## config.mk

```make
export PLATFORM = sky130hd
export DESIGN_NAME = pwm_delayed_gen
export DESIGN_NICKNAME = d
export VERILOG_FILES = /design/src/rtl/pwm_delayed_gen.sv
export SDC_FILE = /design/constraint.sdc
export NUM_CORES = 1
export LEC_CHECK = 0
export CAP_MARGIN = 30
export CORE_ASPECT_RATIO = 0.8
export CORE_MARGIN = 1
export CORE_UTILIZATION = 32
export DETAILED_ROUTE_END_ITERATION = 10
export GPL_TIMING_DRIVEN = 0
export SLEW_MARGIN = 20
export SYNTH_ARGS = -nofsm -noshare
export SYNTH_HDL_FRONTEND = slang
export SYNTH_SLANG_ARGS = --single-unit
```

## constraint.sdc

```tcl
create_clock -name clk_clk -period 9.95 [get_ports clk_clk]
set_input_delay 1.99 -clock clk_clk [delete_from_list [all_inputs] [get_ports clk_clk]]
set_output_delay 1.99 -clock clk_clk [all_outputs]
set_load 0.05 [all_outputs]
```

## src/rtl/pwm_delayed_gen.sv

```systemverilog
// Delayed-start PWM generator driven by HPS PIO controls (enable, duty, period).
// Period and duty are shadowed and reloaded only at period boundaries.
module pwm_delayed_gen #(
  parameter int DELAY_CYCLES = 50000000,
  parameter int PERIOD_W     = 25,
  parameter int DUTY_W       = 8
) (
  input  logic                clk_clk,
  input  logic                reset,
  input  logic                enable_in,
  input  logic [DUTY_W-1:0]   duty_cycle_in,
  input  logic [PERIOD_W-1:0] freq_clk_in,
  output logic                pwm_out,
  output logic                running,
  output logic                period_tick
);

  localparam int PROD_W = PERIOD_W + DUTY_W;
  localparam int DCNT_W = (DELAY_CYCLES > 1) ? $clog2(DELAY_CYCLES) : 1;
  localparam logic [DCNT_W-1:0] DLAST =
    (DELAY_CYCLES > 0) ? DCNT_W'(DELAY_CYCLES - 1) : '0;

  typedef enum logic [1:0] {
    S_IDLE  = 2'd0,
    S_DELAY = 2'd1,
    S_RUN   = 2'd2
  } state_t;

  state_t              state_q, state_d;
  logic [DCNT_W-1:0]   dcnt_q, dcnt_d;
  logic [PERIOD_W-1:0] cnt_q, cnt_d;
  logic [PERIOD_W-1:0] p_q, p_d;
  logic [PERIOD_W-1:0] high_q, high_d;

  logic [PERIOD_W-1:0] p_live;
  logic [PERIOD_W-1:0] h_live;
  logic [PROD_W-1:0]   prod;
  logic                last_cyc;
  logic                run_d, pwm_d, tick_d;

  // Periods of 0 or 1 cycles cannot hold both a high and a low phase.
  assign p_live   = (freq_clk_in < PERIOD_W'(2)) ? PERIOD_W'(2) : freq_clk_in;
  assign prod     = {{DUTY_W{1'b0}}, p_live} * {{PERIOD_W{1'b0}}, duty_cycle_in};
  assign h_live   = (&duty_cycle_in) ? p_live : prod[PROD_W-1:DUTY_W];
  assign last_cyc = (cnt_q == p_q - PERIOD_W'(1));

  always_comb begin
    state_d = state_q;
    dcnt_d  = dcnt_q;
    cnt_d   = cnt_q;
    p_d     = p_q;
    high_d  = high_q;
    case (state_q)
      S_IDLE: begin
        if (enable_in) begin
          if (DELAY_CYCLES == 0) begin
            state_d = S_RUN;
            cnt_d   = '0;
            p_d     = p_live;
            high_d  = h_live;
          end else begin
            state_d = S_DELAY;
            dcnt_d  = '0;
          end
        end
      end
      S_DELAY: begin
        if (!enable_in) begin
          state_d = S_IDLE;
        end else if (dcnt_q == DLAST) begin
          state_d = S_RUN;
          cnt_d   = '0;
          p_d     = p_live;
          high_d  = h_live;
        end else begin
          dcnt_d = dcnt_q + DCNT_W'(1);
        end
      end
      S_RUN: begin
        if (!enable_in) begin
          state_d = S_IDLE;
        end else if (last_cyc) begin
          cnt_d  = '0;
          p_d    = p_live;
          high_d = h_live;
        end else begin
          cnt_d = cnt_q + PERIOD_W'(1);
        end
      end
      default: state_d = S_IDLE;
    endcase
  end

  // Outputs are decoded from next-state values so the registers line up with cnt.
  assign run_d  = (state_d == S_RUN);
  assign pwm_d  = run_d && (cnt_d < high_d);
  assign tick_d = run_d && (cnt_d == p_d - PERIOD_W'(1));

  always_ff @(posedge clk_clk) begin
    if (reset) begin
      state_q     <= S_IDLE;
      dcnt_q      <= '0;
      cnt_q       <= '0;
      p_q         <= '0;
      high_q      <= '0;
      pwm_out     <= 1'b0;
      running     <= 1'b0;
      period_tick <= 1'b0;
    end else begin
      state_q     <= state_d;
      dcnt_q      <= dcnt_d;
      cnt_q       <= cnt_d;
      p_q         <= p_d;
      high_q      <= high_d;
      pwm_out     <= pwm_d;
      running     <= run_d;
      period_tick <= tick_d;
    end
  end

endmodule
```

==> out/metrics.yaml, run 1 <==
setup_path:
  cpMaxStageDelayCell: "fa_1"
  crit_arrival_ns: 9.94
  critPathMaxFanout: 11
  worst-path-buf-inv: 5
  start_kind: "input port"
  r2r_cells: 25
  cp_num_cells: 32
  critPathKind: "in2reg"
  cp_common_cell: "fa_1"
  cp_slowest_stage_delay_ns: 0.55
  worstSetupEndpointType: "flop"
  crit_required_ns: 10.23
  cpLargestDelayFamily: "adder cells"
timing:
  maxSlewHeadroom_pct: 36.4
  fin_crit_sh_pct: 97.0
  layout_setup_ws_ns: 0.295
  worstMarginPinSlew_ns: 0.948
  finalSetupViolCount: 0
  finalCriticalPeriod_ns: 9.66
  hold_slack_ns: 0.501
  final_hold_viol_count: 0
  clock_skew_ns: 0.0119
  fmaxAchievable_mhz: 104
  tns_ns: 0
  slew_viol_final: 0
power:
  clkPwrFrac_pct: 17.1
  netSwitchingFraction_pct: 44.1
  finalPower_mw: 2.27
  seq_power_share_pct: 18.8
  power_density_nw_per_um2: 141
  p_leak_nw: 6.85
  power.switching_mw: 1.00
  power_frac_comb_pct: 64.2
  ir_worst_vdd_mv: 0.126
  p_int_mw: 1.27
global_route:
  grt_use_met2_pct: 32.1
  grtUsageTotal_pct: 21.3
  grt_pass1_vias: 13000
  grt_util_met3_pct: 5.68
  grt_start_max_net_pins: 17
  grt_use_met1_pct: 30.0
  grt.busiest_layer: "met2"
  grt_overflow: 0
  grt_pass1_wl_um: 74100
  antenna_found_initial: 3
place:
  place_area_um2: 15400
  hpwl_um: 38300
  dp_cells: 2448
  place_congestion: 0.946
  portBuffers: 36
  post-place-ws_ns: -1.58
yosys:
  avgSynthCellArea_um2: 7.88
  yosysWarnings: 0
  synth_async_sr_flop_share_pct: 0
  syn_nets: 2067
  syn_inst: 1812
  yosys.cell_types.count: 90
  synth_edf_count: 0
  ys_seq_area_share_pct: 14.9
  syn_area_um2: 14300
  synth_flop_cell: "dfxtp_1"
  yosys_register_bits: 106
floorplanning:
  coreArea_um2: 43600
  die-area_um2: 45500
  die_w_um: 238
  ios: 39
  core.rowCount: 68
  start_util_pct: 32.8
  chipHeight_um: 191
layout:
  layout_common_cells: "181 x inv_1, 180 x nand2_1, 150 x nor2_1"
  final_nets: 2132
  syn_to_final_growth_pct: 12.6
  nFillCells: 4636
  mostFrequentLayoutCell: "inv_1"
  multi_input_area_um2: 11200
  finalInstanceArea_um2: 16100
  final_core_util_pct: 36.9
  layout.cells.non_filler: 2478
  final-seq-area_um2: 2120
  layout-drive-gt1-share_pct: 6.80
status:
  status: "complete, no violations"
drt:
  drt_iter0_markers: 1199
  via_per_inst: 5.36
  first_pass_iters: 6
  wl_per_cell_um: 19.2
  vias: 13300
  ant_nets: 0
  wl_um: 47500
  drc: 0
clocking:
  clkTransAtPathRegs_ns: 0.08
  cts_buffers: 9
  clk_latency_ns: 0.39
  htree_levels: 3
  cts.sinks: 106
  clockRootBuffer: "clkbuf_16"
  cts_tree: "built"
  clock_tree.buffer_depth: 2
worst_hold_path:
  min_path_type: "reg2reg"
  worstHoldPathCells: 2
run:
  cap_violations: 0
power groups by stage:
| stage | logic (mW) | clock network (mW) | registers (mW) |
|---|---|---|---|
| 3_3_place_gp | 1.25 | 0 | 0.435 |
| 3_5_place_dp | 1.27 | 0 | 0.435 |
| 2_1_floorplan | 1.00 | 0 | 0.435 |
| 6_report | 1.46 | 0.387 | 0.425 |
| 4_1_cts | 1.34 | 0.393 | 0.425 |
| 5_1_grt | 1.66 | 0.408 | 0.425 |
layer usage:
layer  part of all wire, %  up-vias
li1                      -     6248
met1                    47     6547
met2                    42      428
met3                   8.6       63
met4                   1.6        2
met5                 0.027        -
cell type report:
class	count	area share (%)
Buffer	108	2.84
Clock buffer	12	1.53
Antenna cell	1	0.0156
Multi-Input combinational cell	1412	69.9
Sequential cell	106	13.2
Clock inverter	4	0.319
Timing Repair Buffer	56	3.27
Tap cell	595	4.63
Inverter	184	4.29
flip-flops by register name (all words and copies together), names as in the netlist:
name / count
state_q: 2
cnt_q: 25
pwm_out: 1
high_q: 25
running: 1
period_tick: 1
p_q: 25
dcnt_q: 26
timing repair:
item,CTS,global route
resized for setup,14,47
setup buffers,7,8
endpoints found under the setup margin,1,1
pin swaps,8,35
hold buffers,0,0
cell usage after synthesis (4+ instances only):
| master | number | share of area (%) |
|---|---|---|
| a211oi_1 | 9 | 0.47 |
| a211o_1 | 9 | 0.55 |
| o2bb2ai_1 | 8 | 0.49 |
| a21o_1 | 12 | 0.63 |
| nor3_1 | 32 | 1.1 |
| dfxtp_1 | 106 | 15 |
| a31oi_1 | 9 | 0.39 |
| a21oi_1 | 76 | 2.7 |
| a22oi_1 | 36 | 1.9 |
| nor4_1 | 22 | 0.96 |
| a22o_1 | 8 | 0.49 |
| mux2_2 | 5 | 0.39 |
| nor3b_1 | 4 | 0.21 |
| nand3_1 | 33 | 1.2 |
| and4_1 | 7 | 0.43 |
| nand4_1 | 31 | 1.4 |
| buf_2 | 13 | 0.46 |
| a221oi_1 | 5 | 0.31 |
| xnor2_1 | 57 | 3.5 |
| fa_1 | 137 | 19 |
| or4_1 | 4 | 0.21 |
| or3_1 | 15 | 0.66 |
| inv_1 | 181 | 4.8 |
| nor2b_1 | 34 | 1.5 |
| ha_1 | 82 | 7.2 |
| o21a_1 | 7 | 0.37 |
| o31a_1 | 8 | 0.49 |
| a211oi_2 | 4 | 0.35 |
| clkbuf_1 | 90 | 2.4 |
| and2_1 | 143 | 6.3 |
| a311oi_1 | 4 | 0.25 |
| o21ai_0 | 93 | 3.3 |
| nand4b_1 | 4 | 0.25 |
| o31ai_1 | 6 | 0.32 |
| and3_1 | 23 | 1.0 |
| mux2i_1 | 7 | 0.49 |
| nor2_1 | 151 | 4.0 |
| xor2_1 | 51 | 3.1 |
| a41oi_1 | 4 | 0.25 |
| nand2_1 | 181 | 4.8 |
| o211ai_1 | 8 | 0.42 |
| o21ai_1 | 4 | 0.14 |
| nand2b_1 | 8 | 0.35 |
worst paths after layout:
check                      start         to  slack (ns)
setup / recovery  freq_clk_in[8]    pwm_out        0.29
hold / removal         dcnt_q[6]  dcnt_q[6]        0.50
hold reg to reg        dcnt_q[6]  dcnt_q[6]        0.50
setup reg to reg          p_q[0]    pwm_out        3.06
worst min-delay path: cells and delay by family, from the launching register on:
| kind | cells | cell delay, ns |
|---|---|---|
| flip-flops | 1 | 0.32 |
| AO/OA/AOI/OAI | 2 | 0.13 |
kinds of logic after synthesis:
| family | synth area share, % |
|---|---|
| fa+ha+maj | 26.4 |
| xor+xnor | 6.62 |
| simple gates | 26.8 |
| mux | 1.04 |
| flops | 14.9 |
| compound gates | 16.2 |
| buf+inv | 8.07 |
Note: power is estimated with default switching activity, not from simulation.
==> run 2, diff against run 1 <==
--- a/config.mk
+++ b/config.mk
@@ -5,6 +5,7 @@
 export SDC_FILE = /design/constraint.sdc
 export NUM_CORES = 1
 export LEC_CHECK = 0
+export ABC_AREA = 1
 export CAP_MARGIN = 30
 export CORE_ASPECT_RATIO = 0.8
 export CORE_MARGIN = 1
==> out/metrics.yaml, run 2 <==
status:
  status: "complete, no violations"
clocking:
  ctsHoldBuffers: 0
  cts_tree: "built"
  htree_levels: 3
  clkTransAtPathRegs_ns: 0.07
  cts_buffers: 9
  clk_latency_ns: 0.37
  cts.sinks: 106
  clockRootBuffer: "clkbuf_16"
  clock_tree.buffer_depth: 2
yosys:
  syn_inst: 2615
  yosys_register_bits: 106
  synth_common_cells: "660 x nand2_1, 545 x inv_1, 226 x nor2_1"
  synth_top_area_share_pct: 16.8
  post-synth-top-count-cell: "nand2_1"
  yosys.area.top_type: "fa_1"
  yosys.cell_types.count: 57
  ys_seq_area_share_pct: 13.0
  yosysWarnings: 0
  synthTopCellsByArea: "fa_1 17%, nand2_1 15%, dfxtp_1 13%, inv_1 13%, ha_1 6.3%"
  synth_edf_count: 0
  synth_flop_cell: "dfxtp_1"
  syn_area_um2: 16300
  syn_nets: 2870
  avgSynthCellArea_um2: 6.24
  synth_async_sr_flop_share_pct: 0
layout:
  regMostFlops: "dcnt_q"
  mostFrequentLayoutCell: "nand2_1"
  final_nets: 2901
  layout-drive-gt1-share_pct: 5.47
  final-seq-area_um2: 2120
  syn_to_final_growth_pct: 8.01
  nFillCells: 5534
  largest_register_ffs: 26
  layout_common_cells: "660 x nand2_1, 545 x inv_1, 226 x nor2_1"
  multi_input_area_um2: 11600
drt:
  wl_per_cell_um: 16.1
  wl_um: 53400
  drt_iter0_markers: 1758
  vias: 16300
  drc: 0
  first_pass_iters: 6
  ant_nets: 0
  via_per_inst: 4.91
global_route:
  grt_start_max_net_pins: 16
  antenna_found_initial: 1
  grt_pass1_wl_um: 85500
  grt_overflow: 0
  grtUsageTotal_pct: 21.2
  grt_pass1_vias: 15200
place:
  hpwl_um: 44000
  place_congestion: 0.997
  portBuffers: 20
power:
  ir_worst_vdd_mv: 0.115
  power_density_nw_per_um2: 175
  p_leak_nw: 9.05
floorplanning:
  coreArea_um2: 50000
  core.rowCount: 73
  chipHeight_um: 204
  die-area_um2: 51900
  ios: 39
  die_w_um: 254
  start_util_pct: 32.7
timing:
  fmaxAchievable_mhz: 104
  hold_slack_ns: 0.480
  clock_skew_ns: 0.00729
  worstMarginPinSlew_ns: 0.910
  finalSetupViolCount: 0
  tns_ns: 0
  rsz0062_at_grt: "no"
  maxSlewHeadroom_pct: 38.7
  final_hold_viol_count: 0
  fin_crit_sh_pct: 96.2
  slew_viol_final: 0
  finalCriticalPeriod_ns: 9.57
setup_path:
  worstSetupEndpointType: "flop"
  start_kind: "input port"
  cp_common_cell: "nand2_1"
  critPathKind: "in2reg"
  critPathMaxFanout: 7
  cp_slowest_stage_delay_ns: 0.56
  crit_required_ns: 10.24
  crit_arrival_ns: 9.86
  cpMaxStageDelayCell: "fa_1"
run:
  cap_violations: 0
worst_hold_path:
  min_path_type: "reg2reg"
==> run 2: through the flow <==
step                util [%]  cell area [um^2]  power [mW]  instances  setup WS, ns
finish                  35.3             17600        3.08       3326         0.379
global route            35.3             17600        3.42       3325        0.0489
CTS                     35.3             17600        3.05       3325         0.457
detailed placement      34.7             17400        2.69       3310         0.110
global placement        34.7             17400        2.68       3310        0.0780
floorplan                  -             16300        2.13       2615          2.31
==> run 2: metal layers <==
| layer | part of all wire (%) | track usage, % | up-vias | wire length, um |
|---|---|---|---|---|
| met2 | 40 | 30.6 | 554 | 21100 |
| met5 | 0 | 0 | - | 0 |
| met3 | 9.1 | 4.15 | 34 | 4870 |
| met4 | 1.1 | 3.08 | 0 | 603 |
| li1 | - | - | 8165 | - |
| met1 | 50 | 32.6 | 7585 | 26800 |
==> run 2: cells by family (layout without fill, tap and decap cells) <==
logic type                 after synthesis  in the layout  synth area share (%)
AOI/OAI and AO/OA                      331            331                  11.3
xor gates and xnor gates                52             52                  2.79
adders and majority gates              219            219                  23.1
buffers and inverters                  661            696                  15.7
DFF                                    106            106                  13.0
other                                    0              1                     0
and+or+nand+nor                       1246           1246                  34.1
==> run 2: path summary, 6_finish.rpt <==
path              slack, ns             from  cells after the start          to
setup / recovery       0.38  freq_clk_in[22]                     38     pwm_out
hold / removal         0.48       dcnt_q[22]                      1  dcnt_q[22]
setup reg to reg       4.37           p_q[1]                     27     pwm_out
hold reg to reg        0.48       dcnt_q[22]                      1  dcnt_q[22]
==> run 2: cell type report <==
| class | instances | area share [%] |
|---|---|---|
| inverter | 559 | 11.9 |
| antenna | 1 | 0.0142 |
| buffer | 102 | 2.60 |
| clock inverter | 2 | 0.0852 |
| timing repair buffer | 20 | 1.14 |
| sequential | 106 | 12.0 |
| multi-input combinational | 1848 | 66.1 |
| clock buffer | 13 | 1.36 |
| tap | 675 | 4.79 |
==> run 2: timing repair <==
action                     in CTS  in global routing
resized for setup               0                  2
setup buffers                   0                  0
setup endpoints to repair       0                  1
==> run 2: worst max-delay path, delay by kind of cell <==
family | cells | cell delay [ns]
AO/OA/AOI/OAI | 11 | 2.11
XOR/XNOR | 1 | 0.18
buffers and inverters | 6 | 1.03
adder cells (fa/ha/maj) | 6 | 2.63
AND/OR/NAND/NOR | 14 | 1.89
==> run 2: where the power goes <==
| group | leakage [nW] | total, mW | switching (mW) | internal, mW |
|---|---|---|---|---|
| Clock | 0.116 | 0.347 | 0.177 | 0.169 |
| Sequential | 0.862 | 0.463 | 0.0201 | 0.443 |
| Combinational | 8.07 | 2.27 | 1.50 | 0.767 |
==> run 3, diff against run 2 <==
--- a/config.mk
+++ b/config.mk
@@ -9,7 +9,7 @@
 export CAP_MARGIN = 30
 export CORE_ASPECT_RATIO = 0.8
 export CORE_MARGIN = 1
-export CORE_UTILIZATION = 32
+export CORE_UTILIZATION = 45
 export DETAILED_ROUTE_END_ITERATION = 10
 export GPL_TIMING_DRIVEN = 0
 export SLEW_MARGIN = 20
==> out/metrics.yaml, run 3 (same netlist as run 2, synthesis figures left out) <==
layout:
  syn_to_final_growth_pct: 6.86
  regMostFlops: "dcnt_q"
  mostFrequentLayoutCell: "nand2_1"
  final_nets: 2901
  largest_register_ffs: 26
  layout_common_cells: "658 x nand2_1, 545 x inv_1, 225 x nor2_1"
  layout-drive-gt1-share_pct: 5.85
global_route:
  grt_overflow: 0
  grt_pass1_vias: 15900
  grt_pass1_wl_um: 89600
  grt_start_max_net_pins: 22
  antenna_found_initial: 0
  grtUsageTotal_pct: 31.3
timing:
  maxSlewHeadroom_pct: 36.7
  final_hold_viol_count: 0
  tns_ns: 0
  hold_slack_ns: 0.483
  finalSetupViolCount: 0
  worstMarginPinSlew_ns: 0.949
  finalCriticalPeriod_ns: 9.37
  slew_viol_final: 0
  rsz0062_at_grt: "no"
  fmaxAchievable_mhz: 107
  fin_crit_sh_pct: 94.2
  clock_skew_ns: 0.0126
clocking:
  clk_latency_ns: 0.40
  clock_tree.buffer_depth: 2
  cts_buffers: 9
  clkTransAtPathRegs_ns: 0.08
  post_cts_buffers: 0
  cts_tree: "built"
  cts.sinks: 106
  htree_levels: 3
  clockRootBuffer: "clkbuf_16"
setup_path:
  start_kind: "input port"
  cpMaxStageDelayCell: "o21ai_0"
  crit_arrival_ns: 9.68
  worstSetupEndpointType: "flop"
  critPathMaxFanout: 7
  crit_required_ns: 10.25
  cp_slowest_stage_delay_ns: 0.56
  critPathKind: "in2reg"
status:
  status: "complete, no violations"
power:
  ir_worst_vdd_mv: 0.0962
  power_density_nw_per_um2: 183
  p_leak_nw: 9.08
floorplanning:
  core.rowCount: 61
  die_w_um: 215
  coreArea_um2: 35200
  chipHeight_um: 172
  die-area_um2: 37000
  ios: 39
  start_util_pct: 46.4
drt:
  ant_nets: 0
  wl_um: 56400
  drt_iter0_markers: 1730
  wl_per_cell_um: 18.0
  first_pass_iters: 6
  via_per_inst: 5.41
  vias: 16900
  drc: 0
worst_hold_path:
  min_path_type: "reg2reg"
run:
  cap_violations: 0
place:
  place_congestion: 0.957
  portBuffers: 20
  hpwl_um: 46300
-- run 3: repair_timing --
item,CTS,global route
hold buffers,0,0
setup endpoints to repair,0,1
gates resized for setup,0,6
-- run 3: path summary, 6_finish.rpt --
| kind | startpoint | to | slack, ns | cells after the start |
|---|---|---|---|---|
| hold / removal | dcnt_q[5] | dcnt_q[5] | 0.48 | 1 |
| setup / recovery | freq_clk_in[21] | pwm_out | 0.58 | 34 |
| hold reg to reg | dcnt_q[5] | dcnt_q[5] | 0.48 | 1 |
| setup reg to reg | p_q[1] | pwm_out | 4.27 | 27 |
-- run 3: power by group --
group / switching [mW] / internal, mW / leakage [nW]
Combinational: 1.56 / 0.769 / 8.07
Clock: 0.213 / 0.179 / 0.148
Sequential: 0.0196 / 0.443 / 0.862
Total: 1.80 / 1.39 / 9.08
-- run 3: per-layer routing --
layer | routed length [um] | global-route usage [%] | up-vias
li1 | - | - | 8157
met1 | 28300 | 47.3 | 8018
met2 | 22600 | 46.0 | 671
met3 | 4850 | 5.88 | 41
met4 | 575 | 5.78 | 0
met5 | 0 | 0 | -
-- run 3: per-stage QoR --
step | instances | worst slack (ns) | util, % | cell area, um^2 | power (mW)
5_1_grt | 3123 | 0.0758 | 49.5 | 17400 | 3.52
3_5_place_dp | 3107 | 0.129 | 48.6 | 17100 | 2.74
6_report | 3124 | 0.576 | 49.5 | 17400 | 3.19
2_1_floorplan | 2615 | 2.31 | - | 16300 | 2.13
4_1_cts | 3123 | 0.506 | 49.5 | 17400 | 3.15
3_3_place_gp | 3107 | 0.115 | 48.6 | 17100 | 2.72
-- run 3: layout make-up --
| cell class | count | area, um^2 |
|---|---|---|
| Sequential cell | 106 | 2120 |
| Fill cell | 3771 | 17800 |
| Inverter | 559 | 2100 |
| Multi-Input combinational cell | 1848 | 11700 |
| Timing Repair Buffer | 20 | 200 |
| Clock buffer | 9 | 225 |
| Clock inverter | 7 | 78.8 |
| Buffer | 102 | 458 |
| Tap cell | 472 | 591 |
| Antenna cell | 1 | 2.50 |
-- run 3: worst max-delay path, delay by kind of cell --
family          cells  cell delay (ns)
fa+ha+maj           6             2.78
buf+inv             6             0.95
simple gates       12             1.95
compound gates     10             2.03
